[src/rtl/axis_cpu_loader.sv]
// Command-stream loader for the CPU core: writes instruction/immediate/jump-offset
// memories from AXI-Stream packets, controls hold_in_rst and returns one status word per packet.
module axis_cpu_loader #(
    parameter int CODE_ADDR_WIDTH = 10
) (
    input  logic                       clk,
    input  logic                       rst_n,
    input  logic [31:0]                cmd_TDATA,
    input  logic                       cmd_TVALID,
    output logic                       cmd_TREADY,
    input  logic                       cmd_TLAST,
    output logic [31:0]                rsp_TDATA,
    output logic                       rsp_TVALID,
    input  logic                       rsp_TREADY,
    output logic [CODE_ADDR_WIDTH-1:0] inst_wr_addr,
    output logic [7:0]                 inst_wr_data,
    output logic                       inst_wr_en,
    output logic [CODE_ADDR_WIDTH-1:0] imm_wr_addr,
    output logic [31:0]                imm_wr_data,
    output logic                       imm_wr_en,
    output logic [CODE_ADDR_WIDTH-1:0] jmp_wr_addr,
    output logic [CODE_ADDR_WIDTH-1:0] jmp_wr_data,
    output logic                       jmp_wr_en,
    output logic                       hold_in_rst
);
    localparam int          AW    = CODE_ADDR_WIDTH;
    localparam logic [16:0] DEPTH = 17'(1) << AW;

    localparam logic [7:0] C_CODE  = 8'h01;
    localparam logic [7:0] C_IMM   = 8'h02;
    localparam logic [7:0] C_JMP   = 8'h03;
    localparam logic [7:0] C_START = 8'h10;
    localparam logic [7:0] C_HALT  = 8'h11;

    typedef enum logic [1:0] {S_IDLE, S_LOAD, S_DRAIN, S_RESP} state_t;

    state_t          r_state;
    logic [7:0]      r_cmd;
    logic [15:0]     r_base;
    logic [15:0]     r_count;
    logic            r_err;
    logic            r_ready;
    logic            r_rsp_valid;
    logic [31:0]     r_rsp_data;
    logic [AW-1:0]   r_waddr;
    logic [31:0]     r_wdata;
    logic            r_inst_en;
    logic            r_imm_en;
    logic            r_jmp_en;
    logic            r_hold;

    logic            w_hs;
    logic [7:0]      w_hdr_cmd;
    logic [16:0]     w_addr17;
    logic            w_in_range;
    logic [15:0]     w_cnt_inc;
    logic            w_unused_rsvd;

    assign w_hs          = cmd_TVALID & r_ready;
    assign w_hdr_cmd     = cmd_TDATA[31:24];
    assign w_addr17      = {1'b0, r_base} + {1'b0, r_count};
    assign w_in_range    = (w_addr17 < DEPTH);
    assign w_cnt_inc     = (r_count == 16'hFFFF) ? r_count : r_count + 16'd1;
    assign w_unused_rsvd = ^cmd_TDATA[23:16];

    function automatic logic [31:0] rsp_word(input logic [7:0] c, input logic e,
                                             input logic [15:0] n);
        return {c, e, 7'b0, n};
    endfunction

    always_ff @(posedge clk or negedge rst_n) begin
        if (!rst_n) begin
            r_state     <= S_IDLE;
            r_cmd       <= '0;
            r_base      <= '0;
            r_count     <= '0;
            r_err       <= 1'b0;
            r_ready     <= 1'b0;
            r_rsp_valid <= 1'b0;
            r_rsp_data  <= '0;
            r_waddr     <= '0;
            r_wdata     <= '0;
            r_inst_en   <= 1'b0;
            r_imm_en    <= 1'b0;
            r_jmp_en    <= 1'b0;
            r_hold      <= 1'b1;
        end else begin
            r_inst_en <= 1'b0;
            r_imm_en  <= 1'b0;
            r_jmp_en  <= 1'b0;
            case (r_state)
                S_IDLE: begin
                    r_ready <= 1'b1;
                    if (w_hs) begin
                        r_cmd   <= w_hdr_cmd;
                        r_base  <= cmd_TDATA[15:0];
                        r_count <= '0;
                        r_err   <= 1'b0;
                        case (w_hdr_cmd)
                            C_CODE, C_IMM, C_JMP: begin
                                r_hold <= 1'b1;
                                if (cmd_TLAST) begin
                                    r_state     <= S_RESP;
                                    r_ready     <= 1'b0;
                                    r_rsp_valid <= 1'b1;
                                    r_rsp_data  <= rsp_word(w_hdr_cmd, 1'b0, 16'd0);
                                end else begin
                                    r_state <= S_LOAD;
                                end
                            end
                            C_START, C_HALT: begin
                                r_hold <= (w_hdr_cmd == C_HALT);
                                if (cmd_TLAST) begin
                                    r_state     <= S_RESP;
                                    r_ready     <= 1'b0;
                                    r_rsp_valid <= 1'b1;
                                    r_rsp_data  <= rsp_word(w_hdr_cmd, 1'b0, 16'd0);
                                end else begin
                                    r_err   <= 1'b1;
                                    r_state <= S_DRAIN;
                                end
                            end
                            default: begin
                                r_err <= 1'b1;
                                if (cmd_TLAST) begin
                                    r_state     <= S_RESP;
                                    r_ready     <= 1'b0;
                                    r_rsp_valid <= 1'b1;
                                    r_rsp_data  <= rsp_word(w_hdr_cmd, 1'b1, 16'd0);
                                end else begin
                                    r_state <= S_DRAIN;
                                end
                            end
                        endcase
                    end
                end
                S_LOAD: begin
                    if (w_hs) begin
                        r_count <= w_cnt_inc;
                        // Out-of-range beats are still counted but never written.
                        if (w_in_range) begin
                            r_waddr   <= w_addr17[AW-1:0];
                            r_wdata   <= cmd_TDATA;
                            r_inst_en <= (r_cmd == C_CODE);
                            r_imm_en  <= (r_cmd == C_IMM);
                            r_jmp_en  <= (r_cmd == C_JMP);
                        end else begin
                            r_err <= 1'b1;
                        end
                        if (cmd_TLAST) begin
                            r_state     <= S_RESP;
                            r_ready     <= 1'b0;
                            r_rsp_valid <= 1'b1;
                            r_rsp_data  <= rsp_word(r_cmd, r_err | ~w_in_range, w_cnt_inc);
                        end
                    end
                end
                S_DRAIN: begin
                    if (w_hs && cmd_TLAST) begin
                        r_state     <= S_RESP;
                        r_ready     <= 1'b0;
                        r_rsp_valid <= 1'b1;
                        r_rsp_data  <= rsp_word(r_cmd, r_err, r_count);
                    end
                end
                S_RESP: begin
                    if (rsp_TREADY) begin
                        r_rsp_valid <= 1'b0;
                        r_state     <= S_IDLE;
                        r_ready     <= 1'b1;
                    end
                end
                default: r_state <= S_IDLE;
            endcase
        end
    end

    assign cmd_TREADY   = r_ready;
    assign rsp_TDATA    = r_rsp_data;
    assign rsp_TVALID   = r_rsp_valid;
    assign inst_wr_addr = r_waddr;
    assign inst_wr_data = r_wdata[7:0];
    assign inst_wr_en   = r_inst_en;
    assign imm_wr_addr  = r_waddr;
    assign imm_wr_data  = r_wdata;
    assign imm_wr_en    = r_imm_en;
    assign jmp_wr_addr  = r_waddr;
    assign jmp_wr_data  = r_wdata[AW-1:0];
    assign jmp_wr_en    = r_jmp_en;
    assign hold_in_rst  = r_hold;

endmodule

[config.mk]
export PLATFORM = sky130hd
export DESIGN_NAME = axis_cpu_loader
export DESIGN_NICKNAME = d
export VERILOG_FILES = /design/src/rtl/axis_cpu_loader.sv
export SDC_FILE = /design/constraint.sdc
export NUM_CORES = 1
export LEC_CHECK = 0
export CAP_MARGIN = 20
export CELL_PAD_IN_SITES_DETAIL_PLACEMENT = 0
export CELL_PAD_IN_SITES_GLOBAL_PLACEMENT = 2
export CORE_UTILIZATION = 34
export DETAILED_ROUTE_END_ITERATION = 12
export PLACE_DENSITY_LB_ADDON = 0.1
export SLEW_MARGIN = 20
export SYNTH_ARGS = -nofsm -noshare
export SYNTH_HDL_FRONTEND = slang
export SYNTH_SLANG_ARGS = --single-unit
[constraint.sdc]
create_clock -name clk -period 9.2 [get_ports clk]
set_clock_uncertainty 0.2 [all_clocks]
set_input_delay 1.38 -clock clk [delete_from_list [all_inputs] [get_ports clk]]
set_output_delay 1.38 -clock clk [all_outputs]
set_load 0.1 [all_outputs]
==> flow_summary.toml, run 1 <==
[floorplan]
die-area_um2 = 20200
initial_core_util_pct = 35.2
rows = 50
die_h_um = 142
ios = 155
coreArea_um2 = 19000
die_w_um = 142

[sta]
setup_tns_ps = 0
worst_pin_slew_ps = 1010
max-slew-margin-rel_pct = 32.6
fin_crit_sh_pct = 49.3
period_needed_ps = 4530
clock.fmax_mhz = 221
drv_slew = 0
rsz0062_at_grt = "no"
finalWorstSetupSlack_ps = 4670
setup_viol = 0
hold_viol = 0

[final_layout]
multiInputGateArea_um2 = 3150
drive_gt1_share_pct = 15.4
layout.area.seq_um2 = 2900
nets = 800
finalInstanceArea_um2 = 8570
fin_util_pct = 45.2
syn_to_final_growth_pct = 28.6
antenna_cells = 0
nFillCells = 1802

[drt]
drc = 0
post_drt_wl_per_cell_um = 17.8
drtAntennaViolNets = 0
num_vias = 5232
avgViaCountPerCell = 5.16
drtIter0Drc = 207
first_pass_iters = 4
routed_wl_mm = 18.0

[synth]
async_flop_share_pct = 100
ys.flop_type = "dfrtp_1"
synth.distinct_cells = 62
syn_avg_cell_area_um2 = 10.4
syn_inst = 642
synth_area_um2 = 6670
synth_edf_count = 0
ys_warn_count = 0
seq_area_frac_synth_pct = 43.6
ys_ff_latch = 116

[global_route]
grt_pass1_vias = 5120
use_met1_pct = 23.5
grt_usage_pct = 18.4
grt_pass1_wl_mm = 28.4
grt_overflow = 0
grt_util_met3_pct = 4.17
antenna_found_initial = 0
met2_usage_pct = 31.4
grt_start_max_net_pins = 75
busiest_layer = "met2"

[critical_path]
path_buf_inv = 2
endpoint_kind = "flop"
critical_path.max_fanout = 23
path_delay_family = "compound AO/OA/AOI/OAI gates"
crit_type = "reg2reg"
critical-path-slowest-cell = "and3_2"
crit_chain = "ha_1 > inv_1 > fa_1 > nor2b_4 > o2111ai_2 > a2111o_1 > o211a_1 > a2111oi_2 > and3_2 > buf_4 > mux2_2"
worstSetupStartpointType = "flop"
cpPeakStageDelay_ps = 690
crit_required_ps = 9300
arrival_ps = 4630

[placed_design]
io_buffer_count = 147
placed_cell_area_um2 = 7970
gp_congestion = 0.812
hpwl_mm = 13.1
dp_slack_ps = 4330

[min_path]
hold_class = "reg2reg"

[clock_network]
ctsResizeCount = 0
postCtsSetupBuffers = 0
insertion_delay_ps = 420
cts_tree = "done"
ctsHoldBuffers = 0
clock_sinks = 116
cts_max_level = 4
clk_pin_slew_worst_paths_ps = 60
cts_max_path_buffers = 2
cts-root-buf = "clkbuf_16"
numCtsBuffers = 17

[job]
cap_violations = 0

[outcome]
status = "complete, no violations"
[logic make-up after synthesis]
logic type / Yosys count / synth area share, %
AOI/OAI and AO/OA: 155 / 15.4
and+or+nand+nor: 167 / 11.9
adders and majority gates: 22 / 4.24
DFF: 116 / 43.6
other: 1 / 0.0563
xor gates and xnor gates: 9 / 1.18
muxes: 71 / 14.1
buffers and inverters: 101 / 9.52
[synthesized netlist by cell type (4+ instances only)]
library cell / count / share of area, %
mux2_2: 27 / 4.6
and2_1: 6 / 0.56
inv_1: 23 / 1.3
or3_1: 4 / 0.38
o21ai_0: 36 / 2.7
a21oi_1: 43 / 3.2
o31ai_1: 9 / 1.0
o311ai_0: 9 / 1.2
and3_1: 6 / 0.56
o211ai_1: 4 / 0.45
a221oi_1: 13 / 1.7
nor3_1: 9 / 0.68
mux2i_1: 5 / 0.75
xnor2_1: 8 / 1.1
a21o_1: 5 / 0.56
ha_1: 21 / 3.9
nand4_1: 9 / 0.84
buf_12: 4 / 1.2
nand3_1: 11 / 0.83
nor2_1: 49 / 2.8
buf_4: 45 / 5.1
a31oi_1: 6 / 0.56
and4_1: 4 / 0.53
clkbuf_1: 21 / 1.2
nand2_1: 57 / 3.2
dfrtp_1: 115 / 43
mux2_4: 39 / 8.8
[stage by stage]
step,hold WS (ps),cells
3_3_place_gp,270,982
4_1_cts,287,1014
2_1_floorplan,262,648
6_report,281,1014
5_1_grt,298,1014
3_5_place_dp,276,982
[area by class of cell]
cell class / instances / share of cell area [%]
Multi-Input combinational cell: 431 / 36.8
Inverter: 24 / 1.05
Tap cell: 260 / 3.80
Clock inverter: 14 / 1.91
Clock buffer: 18 / 5.12
Sequential cell: 116 / 33.9
Timing Repair Buffer: 151 / 17.5
[tightest hold or removal path, delay by kind of cell (launching register included)]
kind               cells  cell delay [ps]
AOI/OAI and AO/OA      1               60
DFF                    1              370
and+or+nand+nor        1               50
[worst paths after layout]
kind / startpoint / depth (start not counted) / end / slack, ps
min in group asynchronous: rst_n / 1 / imm_wr_addr[8] / 750
worst min-delay path: hold_in_rst / 2 / hold_in_rst / 280
max in group asynchronous: rst_n / 2 / rsp_TDATA[3] / 6690
worst min register to register: hold_in_rst / 2 / hold_in_rst / 280
worst max register to register: r_count[0] / 11 / imm_wr_data[0] / 4670
worst max-delay path: r_count[0] / 11 / imm_wr_data[0] / 4670
[routing by layer]
| layer | up-vias | wire length [µm] |
|---|---|---|
| met5 | - | 0 |
| met4 | 0 | 181 |
| met3 | 16 | 670 |
| met2 | 129 | 8920 |
| met1 | 2606 | 8250 |
| li1 | 2481 | - |
[layout by cell type (no fill, tap or decap), types with 4 or more instances in the layout]
master,synthesis,layout
a21o_1,5,5
a21oi_1,43,43
a221oi_1,13,13
a31oi_1,6,6
and2_1,6,6
and3_1,6,5
and4_1,4,4
buf_4,45,5
clkbuf_16,0,17
clkdlybuf4s50_1,0,146
conb_1,1,7
dfrtp_1,115,115
ha_1,21,21
inv_1,23,23
inv_6,0,7
mux2_2,27,27
mux2_4,39,39
mux2i_1,5,5
nand2_1,57,57
nand3_1,11,11
nand4_1,9,9
nor2_1,49,49
nor3_1,9,9
o211ai_1,4,4
o21ai_0,36,36
o311ai_0,9,9
o31ai_1,9,9
or3_1,4,4
xnor2_1,8,8
[state kept, by name, indices dropped and copies added, names as in the netlist]
register / flops
r_base: 16
imm_wr_data: 32
r_err: 1
inst_wr_en: 1
jmp_wr_en: 1
rsp_TDATA: 25
rsp_TVALID: 1
r_cmd: 8
hold_in_rst: 1
r_count: 16
imm_wr_en: 1
imm_wr_addr: 10
cmd_TREADY: 1
r_state: 2
Power of run 1 is left out: the tool's default activity adds up to more than one toggle a clock period on the data nets, which glitch-free logic cannot reach.
==> run 2, diff against run 1 <==
--- a/config.mk
+++ b/config.mk
@@ -8,7 +8,7 @@
 export CAP_MARGIN = 20
 export CELL_PAD_IN_SITES_DETAIL_PLACEMENT = 0
 export CELL_PAD_IN_SITES_GLOBAL_PLACEMENT = 2
-export CORE_UTILIZATION = 34
+export CORE_UTILIZATION = 29
 export DETAILED_ROUTE_END_ITERATION = 12
 export PLACE_DENSITY_LB_ADDON = 0.1
 export SLEW_MARGIN = 20
==> constraint.sdc (replaced) <==
create_clock -name clk -period 3.7 [get_ports clk]
set_clock_uncertainty 0.2 [all_clocks]
set_input_delay 0.555 -clock clk [delete_from_list [all_inputs] [get_ports clk]]
set_output_delay 0.555 -clock clk [all_outputs]
set_load 0.1 [all_outputs]
==> run 2 against run 1 <==
Net effect:
- cell count up 4.0%
- critical path depth stayed put
- sequential share of layout area fell by 0.88 points
- highest routed layer unchanged
==> flow_summary.toml, run 2 (same netlist as run 1, synthesis figures left out) <==
[drt]
drtIter0Drc = 301
drtAntennaViolNets = 0
num_vias = 5284
first_pass_iters = 4
routed_wl_mm = 19.7
post_drt_wl_per_cell_um = 18.7
avgViaCountPerCell = 5.01
drc = 0

[critical_path]
endpoint_kind = "flop"
arrival_ps = 3600
worstSetupStartpointType = "flop"
critical_path.max_fanout = 20
crit_required_ps = 3800
crit_type = "reg2reg"

[clock_network]
postCtsSetupBuffers = 0
cts_max_path_buffers = 2
cts_tree = "done"
clk_pin_slew_worst_paths_ps = 60
cts_max_level = 4
insertion_delay_ps = 410
numCtsBuffers = 17
cts-root-buf = "clkbuf_16"
clock_sinks = 116
ctsResizeCount = 0
ctsHoldBuffers = 0

[sta]
max-slew-margin-rel_pct = 31.5
hold_ws_ps = 0.395
setup_tns_ps = 0
period_needed_ps = 3510
hold_viol = 0
setup_viol = 0
fin_crit_sh_pct = 94.8
drv_slew = 0
worst_pin_slew_ps = 1030
clock.fmax_mhz = 285
rsz0062_at_grt = "no"

[placed_design]
placed_cell_area_um2 = 8160
gp_congestion = 0.840
io_buffer_count = 147
hpwl_mm = 14.6

[job]
cap_violations = 0

[global_route]
antenna_found_initial = 0
grt_usage_pct = 17.2
grt_pass1_vias = 5420
grt_start_max_net_pins = 62
grt_pass1_wl_mm = 31.4
grt_overflow = 0

[floorplan]
initial_core_util_pct = 29.5
die-area_um2 = 23600
coreArea_um2 = 22600
rows = 55
die_h_um = 154
die_w_um = 154
ios = 155

[final_layout]
final_cell_mix = "clkdlybuf4s50_1, dfrtp_1, nand2_1, nor2_1, a21oi_1"
final_common_cell = "clkdlybuf4s50_1"
drive_gt1_share_pct = 17.8
antenna_cells = 0
finalInstanceArea_um2 = 8800
syn_to_final_growth_pct = 32.0
nFillCells = 2242
nets = 816
fin_util_pct = 39.0
largest_reg_flops = 32

[outcome]
status = "complete, no violations"

[min_path]
hold_class = "in2async"
## run 2: critical path, stage by stage, from the launching register on
cell and delay, ps:
dfrtp_1 350, ha_1 200, inv_1 70, fa_1 440, nor2b_4 160, o2111ai_2 160
a2111o_1 450, o211a_1 150, a2111oi_2 330, and3_2 320, buf_12 210, mux2_2 350
## run 2: path summary, 6_finish.rpt
| path | from | end | slack (ps) | depth (start not counted) |
|---|---|---|---|---|
| max reg2reg | r_base[0] | imm_wr_data[0] | 190 | 11 |
| max | r_base[0] | imm_wr_data[0] | 190 | 11 |
| min | rst_n | imm_wr_addr[8] | 0.4 | 1 |
| max in group asynchronous | rst_n | hold_in_rst | 2450 | 2 |
| min reg2reg | hold_in_rst | hold_in_rst | 290 | 2 |
| min in group clk | hold_in_rst | hold_in_rst | 290 | 2 |
## run 2: cell type report
type                            instances  area (µm²)  share of cell area (%)
Clock buffer                           17         425                    4.83
Inverter                               24        90.1                    1.02
Multi-Input combinational cell        431        3150                    35.8
Clock inverter                         15         218                    2.47
Sequential cell                       116        2900                    33.0
Timing Repair Buffer                  167        1660                    18.8
Tap cell                              285         357                    4.05
## run 2: routing by layer
metal	global-route usage [%]	wire length (µm)
met2	28.7	9710
met3	3.27	682
met1	22.6	9150
met5	0	0
met4	4.67	180
## run 2: through the flow
step / setup slack (ps) / instances
global placement: 259 / 1023
global route: 5.22 / 1055
CTS: 171 / 1055
floorplan: 287 / 648
finish: 192 / 1055
detailed placement: 186 / 1023
Power of run 2 is left out for the same reason.
